`src/rtl/stream_xbar_pkg.sv`:
```
// Shared types and default widths for the stream crossbar/arbiter family.
package stream_xbar_pkg;

  typedef enum logic {
    ARB_IDLE = 1'b0,
    ARB_BUSY = 1'b1
  } arb_state_t;

  localparam int DEF_T_DATA_WIDTH = 8;
  localparam int DEF_S_DATA_COUNT = 2;

endpackage

```
`src/rtl/stream_skid_buf.sv`:
```
// Two-entry skid buffer: registered outputs, full throughput, in_ready is
// "not full" and never depends combinationally on out_ready.
module stream_skid_buf
  import stream_xbar_pkg::*;
#(
  parameter int DATA_W = DEF_T_DATA_WIDTH + 2
) (
  input  logic              clk,
  input  logic              rst_n,
  input  logic [DATA_W-1:0] in_data,
  input  logic              in_valid,
  output logic              in_ready,
  output logic [DATA_W-1:0] out_data,
  output logic              out_valid,
  input  logic              out_ready
);

  logic [DATA_W-1:0] data_p0;
  logic              vld_p0;
  logic [DATA_W-1:0] skid_data_p0;
  logic              skid_vld_p0;

  assign in_ready  = !skid_vld_p0;
  assign out_data  = data_p0;
  assign out_valid = vld_p0;

  // Stage p0: output register, refilled from the skid entry before new input.
  always_ff @(posedge clk) begin
    if (!rst_n) begin
      vld_p0      <= 1'b0;
      data_p0     <= '0;
      skid_vld_p0 <= 1'b0;
    end else if (out_ready || !vld_p0) begin
      if (skid_vld_p0) begin
        data_p0     <= skid_data_p0;
        vld_p0      <= 1'b1;
        skid_vld_p0 <= 1'b0;
      end else begin
        vld_p0 <= in_valid;
        if (in_valid) data_p0 <= in_data;
      end
    end else if (in_valid && !skid_vld_p0) begin
      skid_data_p0 <= in_data;
      skid_vld_p0  <= 1'b1;
    end
  end

endmodule

```
`src/rtl/stream_rr_arbiter.sv`:
```
// Packet-level round-robin N:1 stream arbiter. Define STREAM_RR_ARB_OUT_REG_EN
// to register all m_* outputs through a skid buffer (1-cycle latency).
module stream_rr_arbiter
  import stream_xbar_pkg::*;
#(
  parameter int T_DATA_WIDTH = DEF_T_DATA_WIDTH,
  parameter int S_DATA_COUNT = DEF_S_DATA_COUNT,
  parameter int T_ID_WIDTH   = $clog2(S_DATA_COUNT)
) (
  input  logic                                      clk,
  input  logic                                      rst_n,
  input  logic [S_DATA_COUNT-1:0][T_DATA_WIDTH-1:0] s_data_i,
  input  logic [S_DATA_COUNT-1:0]                   s_valid_i,
  input  logic [S_DATA_COUNT-1:0]                   s_last_i,
  output logic [S_DATA_COUNT-1:0]                   s_ready_o,
  output logic [T_DATA_WIDTH-1:0]                   m_data_o,
  output logic                                      m_valid_o,
  output logic                                      m_last_o,
  output logic [T_ID_WIDTH-1:0]                     m_id_o,
  input  logic                                      m_ready_i
);

  localparam int PKT_W = T_DATA_WIDTH + T_ID_WIDTH + 1;

  arb_state_t            state;
  logic [T_ID_WIDTH-1:0] grant;
  logic [T_ID_WIDTH-1:0] rr_ptr;
  logic                  busy;
  logic                  src_valid;
  logic                  src_xfer;
  logic                  stage_ready;
  logic [PKT_W-1:0]      stage_pkt;

  // First requester strictly after ptr, wrapping; ptr itself is checked last.
  function automatic logic [T_ID_WIDTH-1:0] rr_pick(
    input logic [T_ID_WIDTH-1:0]   ptr,
    input logic [S_DATA_COUNT-1:0] req
  );
    logic [T_ID_WIDTH-1:0] pick;
    logic [T_ID_WIDTH-1:0] idx_t;
    logic                  found;
    int                    idx;
    pick  = '0;
    found = 1'b0;
    for (int i = 1; i <= S_DATA_COUNT; i++) begin
      idx = int'(ptr) + i;
      if (idx >= S_DATA_COUNT) idx -= S_DATA_COUNT;
      idx_t = T_ID_WIDTH'(idx);
      if (!found && req[idx_t]) begin
        pick  = idx_t;
        found = 1'b1;
      end
    end
    return pick;
  endfunction

  assign busy      = (state == ARB_BUSY);
  assign src_valid = busy && s_valid_i[grant];
  assign src_xfer  = src_valid && stage_ready;
  assign stage_pkt = {s_last_i[grant], grant, s_data_i[grant]};

  always_comb begin
    s_ready_o = '0;
    if (busy) s_ready_o[grant] = stage_ready;
  end

  // Grant is held for the whole packet; a valid gap never releases it.
  always_ff @(posedge clk) begin
    if (!rst_n) begin
      state  <= ARB_IDLE;
      grant  <= '0;
      rr_ptr <= T_ID_WIDTH'(S_DATA_COUNT - 1);
    end else begin
      case (state)
        ARB_IDLE: begin
          if (|s_valid_i) begin
            grant <= rr_pick(rr_ptr, s_valid_i);
            state <= ARB_BUSY;
          end
        end
        ARB_BUSY: begin
          if (src_xfer && s_last_i[grant]) begin
            rr_ptr <= grant;
            state  <= ARB_IDLE;
          end
        end
        default: state <= ARB_IDLE;
      endcase
    end
  end

`ifdef STREAM_RR_ARB_OUT_REG_EN
  logic [PKT_W-1:0] out_pkt;

  stream_skid_buf #(
    .DATA_W(PKT_W)
  ) u_skid (
    .clk      (clk),
    .rst_n    (rst_n),
    .in_data  (stage_pkt),
    .in_valid (src_valid),
    .in_ready (stage_ready),
    .out_data (out_pkt),
    .out_valid(m_valid_o),
    .out_ready(m_ready_i)
  );

  assign {m_last_o, m_id_o, m_data_o} = out_pkt;
`else
  assign stage_ready = m_ready_i;
  assign m_valid_o   = src_valid;
  assign {m_last_o, m_id_o, m_data_o} = busy ? stage_pkt : '0;
`endif

endmodule

```
`config.mk`:
```
export PLATFORM = sky130hd
export DESIGN_NAME = stream_rr_arbiter
export DESIGN_NICKNAME = d
export VERILOG_FILES = /design/src/rtl/stream_xbar_pkg.sv /design/src/rtl/stream_skid_buf.sv /design/src/rtl/stream_rr_arbiter.sv
export SDC_FILE = /design/constraint.sdc
export NUM_CORES = 1
export LEC_CHECK = 0
export ABC_CLOCK_PERIOD_IN_PS = 1600
export CORE_AREA = 2 2 39 41
export DETAILED_ROUTE_END_ITERATION = 16
export DIE_AREA = 0 0 41 43
export PLACE_DENSITY_LB_ADDON = 0.25
export RECOVER_POWER = 25
export SYNTH_ARGS = -nofsm -noshare
export SYNTH_HDL_FRONTEND = slang
export SYNTH_SLANG_ARGS = --single-unit
```
`constraint.sdc`:
```
create_clock -name clk -period 1.6 [get_ports clk]
set_input_delay 0.24 -clock clk [delete_from_list [all_inputs] [get_ports clk]]
set_output_delay 0.24 -clock clk [all_outputs]
set_load 0.1 [all_outputs]
```
* Word-level counts from Yosys, hierarchy flattened
Index checks and enable logic that the tools add are counted.
** Storage, ports and cells
- Output and inout bits :: 13
- Register bits after elaboration :: 3
** Operators by class
- Add/sub/neg operators :: 4
- Order comparisons :: 6
- Bitwise operators :: 2
- Reduce and logical (&&, ||, !) cells :: 9
- Multiplexer cells :: 31
** Operator list (number)
- $mux W1 :: 25
- $mux W8 :: 2
- $mux W10 :: 1
- $lt A1 B2 Y1 const B :: 3
- $logic_and A1 B1 Y1 :: 5
- $reduce_and A2 Y1 :: 2
- $add A1 B2 Y3 const B :: 1
- $ge A3 B2 Y1 const B :: 1
- $add A1 B1 Y2 const B :: 1
- $and A2 B2 Y2 :: 1
- $ge A2 B2 Y1 const B :: 1
- $mux W2 :: 1
- $pmux W1 S2 :: 1
- $reduce_or A2 Y1 :: 1
- $sub A1 B1 Y1 const B :: 2
- $demux W1 S1 :: 1
- $ge A1 B1 Y1 const B :: 1
- $logic_not A1 Y1 :: 1
- $not A1 Y1 :: 1

* Longest topological paths before layout
Gate-level depths: netlist of the first run.
- Depth in word-level cells :: 15
- Gate-level depth with buffers :: 4
- Mapped depth without buffers :: 3

* Worst setup path before layout of the first run
Ideal clock, no wire load.
- Path type :: flip-flop to output port
- Start :: register grant
- End :: output m_data_o[1]
- Path buffers :: 2
- Arrival time :: 2.000 ns
- Setup slack :: -0.640 ns
- Stages on the path, launching flop included :: 5
- Path through :: dfxtp_1 -> buf_6 -> buf_12 -> mux2i_1 -> nor2b_1
** Between the ends
- Cells in the longest elaborated chain, start to end :: 3
** RTL lines
- start, declared :: line stream_rr_arbiter.sv:26 : logic [T_ID_WIDTH-1:0] grant;
- start signal, assigned :: line stream_rr_arbiter.sv:77 : grant <= rr_pick(rr_ptr, s_valid_i);
- $mux W8 (not written as such) (2 in series) :: line stream_rr_arbiter.sv:60 : assign stage_pkt = {s_last_i[grant], grant, s_data_i[grant]};
- $mux W10 :: line stream_rr_arbiter.sv:112 : assign {m_last_o, m_id_o, m_data_o} = busy ? stage_pkt : '0;
- end, declared :: line stream_rr_arbiter.sv:16 : output logic [T_DATA_WIDTH-1:0] m_data_o,
Every way passes these cells. The select of a mux whose other input is x is not followed.

* Final worst setup path of the first run
- Start :: register grant
- End :: output m_data_o[7]
The elaborated chain is that of the path after synthesis.

==> out/metrics.csv, run 1 <==
metric,value,unit
grt.overflow.total,0,
syn-instance-count,42,
via_per_inst,4.72,
clk_pin_slew,0.04,ns
wirelength,1240,um
slowest_delay,0.38,ns
avgSynthCellArea,8.73,sq um
hold_path.class,flip-flop to flip-flop,
clk_path_buf_depth,2,
drt_iter0_drc,2,
start_util,26.5,%
grt.total_usage,16.3,%
vias,467,
multi_input_area,354,sq um
clock_latency,0.23,ns
io_pins,36,
cp_max_fo,9,
utilization,71.4,%
die_area,0.00176,sq mm
place_ws,0.117,ns
regArea,62.6,sq um
drc,0,
drt_first_pass_iters,2,
crit_chain,"buf_6, mux2i_2, nor2b_4, buf_12",
fill_cells,102,
min_period,1.57,ns
routabilityCongestion,0.686,
grt_start_max_net_pins,12,
clock_skew,0.000817,ns
hold_viol,0,
post-cts-setup-buffers,0,
required,1.36,ns
cap_violations,0,
dieWidth,41,um
worst_setup_path_start_kind,flip-flop,
routed-wl-met2,679,um
arrival,1.33,ns
slowest_stage,dfxtp_2,
place_hpwl,992,um
drv_slew,0,
slew_headroom,77.5,%
dp.cells,95,
root_buffer,clkbuf_4,
floorplan.core_area,0.00138,sq mm
status,finished clean,
antenna_cells,0,
antenna_left,0,
grt_pass1_vias,493,
io_buffers,35,
drive_gt1_share,53.0,%
seq_area_frac_synth,16.4,%
peakVddDrop,0.313,mV
final_nets,107,
fin_cells,99,
layout_setup_ws,0.0259,ns
synth_seq_cells,3,
synth_nets,65,
die_h,43,um
crit_family,flip-flops,
wl_met3,104,um
critPathBufInv,2,
worst_hold_slack,0.510,ns
netlist_area,367,sq um
top_layer,met4,
antenna_found_initial,0,
grt_pass1_wl,1930,um
wl_per_cell,12.6,um
met1_length,439,um
critPathKind,flip-flop to primary output,
cts_made_buffers,3,
tightest_slew,0.328,ns
ys_types,20,
fin_crit_sh,98.4,%
power.density,658,mW/mm^2
clock-sinks,3,
end_kind,primary output,
cts_tree,yes,
h-tree-depth,1,
p_leak,0.395,nW
setup_viol,0,
num_rows,14,
max_freq,635,MHz
yosys_warnings,0,
area_growth,170,%
rsz0062_at_grt,yes,
## report_power, final
part / switching (mW) / total [mW] / internal, mW
logic: 0.239 / 0.429 / 0.191
registers: 0.00736 / 0.0879 / 0.0806
clock network: 0.0399 / 0.133 / 0.0935
total: 0.286 / 0.651 / 0.365
## flip-flops by register name, indices dropped and copies added (netlist names)
signal  count
rr_ptr      1
busy        1
grant       1
## layout by cell type (no fill, tap or decap)
cell type	instances
mux2i_1	5
nor2_2	1
nor2b_4	8
nand3_2	1
and2_2	1
nand2_2	1
nor3_1	1
o31ai_1	1
dfxtp_2	2
and3_2	1
mux2i_2	5
clkbuf_1	1
clkdlybuf4s50_1	22
nor2_1	1
buf_4	4
nand3_1	1
o31ai_4	1
inv_1	1
buf_6	1
nand3b_1	1
nor2b_2	2
nand2_1	2
o21ai_0	1
buf_12	13
a21boi_1	1
dfxtp_1	1
clkbuf_4	3
## final cells by class
cell class	count	area share, %
Inverter	1	0.380
Timing Repair Buffer	40	52.8
Multi-Input combinational cell	35	35.8
Sequential cell	3	6.33
Clock buffer	4	2.66
Tap cell	16	2.03
## cells in the mapped netlist
cell type,n,area share (%)
mux2i_1,10,27
nand2_2,1,1.7
buf_6,1,3.1
nand3_2,1,2.7
o31ai_4,1,5.8
nand3b_1,1,2.0
a21boi_1,1,2.0
nand2_1,2,2.0
nor3_1,1,1.4
o21ai_0,1,1.4
nor2b_1,10,17
and3_2,1,2.0
and2_2,1,2.0
nor2_1,2,2.0
dfxtp_1,3,16
o31ai_1,1,2.0
nand3_1,1,1.4
buf_12,1,5.5
clkbuf_1,1,1.0
inv_1,1,1.0
## worst reg2reg max path, stage by stage, from the launching register on
cell and delay [ns]:
dfxtp_2 0.37, buf_4 0.18, nand2_2 0.11, o31ai_4 0.23, nand3_2 0.08
## timing repair
| item | CTS | global route |
|---|---|---|
| endpoints found under the setup margin | 7 | 6 |
| pin swaps | 0 | 0 |
| hold buffers | 0 | 0 |
| gates resized for setup | 4 | 4 |
## routing by layer
layer / global-route usage, % / vias to the layer above
met5: 0 / -
met4: 10.0 / 0
met3: 5.76 / 2
met2: 28.1 / 23
met1: 14.9 / 216
li1: - / 226
## per-stage QoR
step / power [mW] / setup TNS, ns / area (sq um)
3_5_place_dp: 0.509 / 0 / 937
5_1_grt: 0.679 / -0.0311 / 988
2_1_floorplan: 0.339 / -0.178 / 434
3_3_place_gp: 0.504 / 0 / 937
6_report: 0.651 / 0 / 988
4_1_cts: 0.653 / 0 / 976
## logic make-up (layout without fill, tap and decap cells)
logic type / count (synthesis) / in the layout / synth area share, %
compound gates: 4 / 4 / 11.3
mux: 10 / 10 / 27.3
flops: 3 / 3 / 16.4
simple gates: 21 / 21 / 34.5
buf+inv: 4 / 45 / 10.6
## worst paths after layout
check	cells past startpoint	slack, ns	from	end
worst min-delay path	2	0.51	rr_ptr	rr_ptr
worst min register to register	2	0.51	rr_ptr	rr_ptr
worst max register to register	4	0.50	busy	rr_ptr
worst max-delay path	4	0.03	grant	m_data_o[7]
Note: power is estimated with default switching activity, not from simulation.
==> run 2, diff against run 1 <==
--- a/config.mk
+++ b/config.mk
@@ -6,7 +6,9 @@
 export NUM_CORES = 1
 export LEC_CHECK = 0
 export ABC_CLOCK_PERIOD_IN_PS = 1600
+export CAP_MARGIN = 5
 export CORE_AREA = 2 2 39 41
+export CTS_BUF_LIST = sky130_fd_sc_hd__clkbuf_8
 export DETAILED_ROUTE_END_ITERATION = 16
 export DIE_AREA = 0 0 41 43
 export PLACE_DENSITY_LB_ADDON = 0.25
==> out/metrics.csv, run 2 (synthesis gave the netlist of run 1 again) <==
metric,value,unit
slowest_stage,dfxtp_2,
min_period,1.55,ns
peakVddDrop,0.382,mV
worst_hold_slack,0.511,ns
io_pins,36,
place_ws,0.117,ns
crit_chain,"buf_6, mux2i_1, nor2b_4, buf_12",
grt.overflow.total,0,
die_h,43,um
root_buffer,clkbuf_8,
routabilityCongestion,0.686,
worst_setup_path_start_kind,flip-flop,
tightest_slew,0.337,ns
wirelength,1220,um
hold_viol,0,
grt_start_max_net_pins,12,
clock-sinks,3,
setup_tns,0,ns
grt_pass1_wl,1990,um
vias,460,
crit_family,flip-flops,
r2r_setup_slack,0.50,ns
mostFrequentLayoutCell,clkdlybuf4s50_1,
dieWidth,41,um
critPathBufInv,2,
dp.cells,95,
multi_input_area,347,sq um
final_cell_mix,"clkdlybuf4s50_1 (22), buf_12 (13), nor2b_4 (8), mux2i_1 (7), buf_4 (4)",
p_total,0.735,mW
drv_slew,0,
r2r-start,busy,
num_rows,14,
clk_path_buf_depth,2,
hold_path.class,flip-flop to flip-flop,
cts_hold_buf,0,
fin_area,1000,sq um
rsz0062_at_grt,no,
worstReg2RegEnd,rr_ptr,
slew_headroom,76.9,%
drt_first_pass_iters,1,
final_nets,107,
critPathKind,flip-flop to primary output,
grt_pass1_vias,501,
clock_skew,0.000535,ns
cp_max_fo,9,
layout_setup_ws,0.0471,ns
required,1.36,ns
hp-start,rr_ptr,
arrival,1.31,ns
place_hpwl,992,um
max_freq,644,MHz
min_to,rr_ptr,
io_buffers,35,
fin_crit_sh,97.1,%
wl_per_cell,12.3,um
floorplan.core_area,0.00138,sq mm
h-tree-depth,1,
holdPathStages,2,
slowest_delay,0.38,ns
drt_iter0_drc,0,
ff2ff_path_depth,4,
area_growth,173,%
die_area,0.00176,sq mm
utilization,72.2,%
p_leak,0.403,nW
drive_gt1_share,50.6,%
drc,0,
placedInstanceArea,937,sq um
cap_violations,0,
end_kind,primary output,
start_util,26.5,%
cts_tree,yes,
grt.total_usage,16.4,%
antenna_found_initial,0,
setup_viol,0,
antenna_cells,0,
clock_latency,0.22,ns
antenna_left,0,
regArea,62.6,sq um
cts_made_buffers,3,
fill_cells,98,
fin_cells,99,
clk_pin_slew,0.03,ns
status,finished clean,
via_per_inst,4.65,
power.density,735,mW/mm^2
-- run 2: worst register-to-register path: cells and delay by family (launching register included) --
family                 cells  cell delay (ns)
and+or+nand+nor            2             0.19
buffers and inverters      1             0.19
DFF                        1             0.37
AOI/OAI and AO/OA          1             0.23
-- run 2: repair_timing --
action / 4_1_cts / 5_1_grt
resized for setup: 4 / 2
buffers inserted: 0 / 0
setup endpoints to repair: 7 / 2
-- run 2: per-layer routing --
| metal | wire length [um] | GRT usage, % |
|---|---|---|
| met1 | 418 | 15.2 |
| met2 | 673 | 30.0 |
| met3 | 117 | 5.76 |
| met4 | 10 | 6.00 |
| met5 | 0 | 0 |
-- run 2: worst max-delay path by stage --
stage	start	to	slack (ns)	cells past startpoint
floorplan	busy	m_data_o[1]	-0.18	2
global placement	s_last_i[1]	m_last_o	0.15	4
detailed placement	grant	m_data_o[7]	0.12	4
CTS	busy	s_ready_o[0]	0.03	4
global route	grant	m_data_o[0]	0.002	4
finish	grant	m_data_o[3]	0.05	4
-- run 2: layout make-up --
cell class | count | share of cell area, %
Sequential cell | 3 | 6.26
Inverter | 1 | 0.375
Multi-Input combinational cell | 35 | 34.7
Clock buffer | 3 | 4.13
Clock inverter | 1 | 0.375
Tap cell | 16 | 2.00
Timing Repair Buffer | 40 | 52.2
-- run 2: where the power goes --
group | internal, mW | switching, mW
clock network | 0.164 | 0.0581
registers | 0.0807 | 0.00739
logic | 0.188 | 0.237
==> run 3, diff against run 2 <==
--- a/config.mk
+++ b/config.mk
@@ -11,7 +11,8 @@
 export CTS_BUF_LIST = sky130_fd_sc_hd__clkbuf_8
 export DETAILED_ROUTE_END_ITERATION = 16
 export DIE_AREA = 0 0 41 43
-export PLACE_DENSITY_LB_ADDON = 0.25
+export GPL_ROUTABILITY_DRIVEN = 0
+export PLACE_DENSITY = 0.78
 export RECOVER_POWER = 25
 export SYNTH_ARGS = -nofsm -noshare
 export SYNTH_HDL_FRONTEND = slang
==> out/metrics.csv, run 3 (synthesis gave the netlist of run 1 again) <==
metric,value,unit
status,finished clean,
cell_internal_pwr,0.434,mW
place_hpwl,924,um
fin_area,0.00101,sq mm
grt_start_max_net_pins,17,
drc,0,
io_buffers,35,
num_rows,14,
drive_gt1_share,52.4,%
via_per_inst,4.74,
power_frac_clock,29.3,%
cp_max_fo,9,
p_leak,0.401,nW
min_period,1.56,ns
antenna_left,0,
layout_setup_ws,0.0351,ns
p_seq_share,12.4,%
hold_path.class,flip-flop to flip-flop,
final_nets,106,
cap_violations,0,
clock_skew,0.00220,ns
critPathKind,flip-flop to primary output,
grt_pass1_wl,1750,um
clock-sinks,3,
cts_made_buffers,3,
drt_first_pass_iters,4,
cts_hold_buf,0,
p_comb_share,58.3,%
grt.total_usage,14.3,%
dieWidth,41,um
antenna_found_initial,0,
arrival,1.32,ns
wl_per_cell,12.1,um
hold_viol,0,
clk_path_buf_depth,2,
post-cts-setup-buffers,0,
max_freq,639,MHz
power.density,725,mW/mm^2
required,1.36,ns
fin_cells,98,
rsz0062_at_grt,no,
peakVddDrop,0.367,mV
worst_setup_path_start_kind,flip-flop,
vias,465,
tightest_slew,0.314,ns
grt.overflow.total,0,
setup_viol,0,
power.switching,0.298,mW
mostFrequentLayoutCell,clkdlybuf4s50_1,
setup_tns,0,ns
area_growth,176,%
root_buffer,clkbuf_8,
wirelength,1180,um
cts_resized,1,
clk_pin_slew,0.03,ns
drt_iter0_drc,5,
placedInstanceArea,930,sq um
slew_headroom,78.5,%
clock_latency,0.22,ns
dp.cells,94,
p_sw_share,40.7,%
start_util,26.5,%
die_h,43,um
floorplan.core_area,0.00138,sq mm
drv_slew,0,
io_pins,36,
grt_pass1_vias,434,
place_ws,0.139,ns
fin_crit_sh,97.8,%
final_cell_mix,"clkdlybuf4s50_1 (21), buf_12 (13), nor2b_4 (8), mux2i_2 (6)",
h-tree-depth,1,
die_area,0.00176,sq mm
cts_tree,yes,
worst_hold_slack,0.496,ns
antenna_cells,0,
end_kind,primary output,
run 3: final timing paths:
path,from,endpoint,slack (ns),depth (start not counted)
setup / recovery,grant,m_data_o[4],0.04,4
hold / removal,rr_ptr,rr_ptr,0.50,2
setup reg to reg,grant,busy,0.50,4
hold reg to reg,rr_ptr,rr_ptr,0.50,2
run 3: critical path, cell delays in order (launching register included):
cell and delay [ns]:
dfxtp_1 0.39, buf_6 0.20, mux2i_2 0.29, nor2b_4 0.07
buf_12 0.16
run 3: metrics by stage:
step	util [%]	power [mW]
after global placement	67.2	0.501
after global routing	73.1	0.758
after CTS	70.7	0.724
after detailed placement	67.2	0.505
after floorplan	-	0.339
final	73.1	0.733
run 3: power groups by stage:
stage          Clock [mW]  Sequential, mW  Combinational, mW
2_1_floorplan           0          0.0846              0.254
3_3_place_gp            0          0.0916              0.409
3_5_place_dp            0          0.0916              0.413
4_1_cts             0.218          0.0907              0.415
5_1_grt             0.224          0.0926              0.442
6_report            0.215          0.0911              0.427
run 3: per-layer routing:
layer / vias to the layer above / part of all wire [%] / GRT usage, %
li1: 223 / - / -
met1: 213 / 36 / 15.0
met2: 25 / 52 / 23.8
met3: 4 / 9.8 / 4.19
met4: 0 / 2.1 / 8.00
met5: - / 0 / 0
run 3: layout make-up:
| cell class | count | area (sq um) |
|---|---|---|
| well taps | 16 | 20.0 |
| fillers | 109 | 373 |
| multi-input cells | 35 | 370 |
| clock buffers | 3 | 41.3 |
| repair buffers | 39 | 510 |
| clock inverters | 1 | 3.75 |
| inverters | 1 | 3.75 |
| flip-flops and latches | 3 | 61.3 |
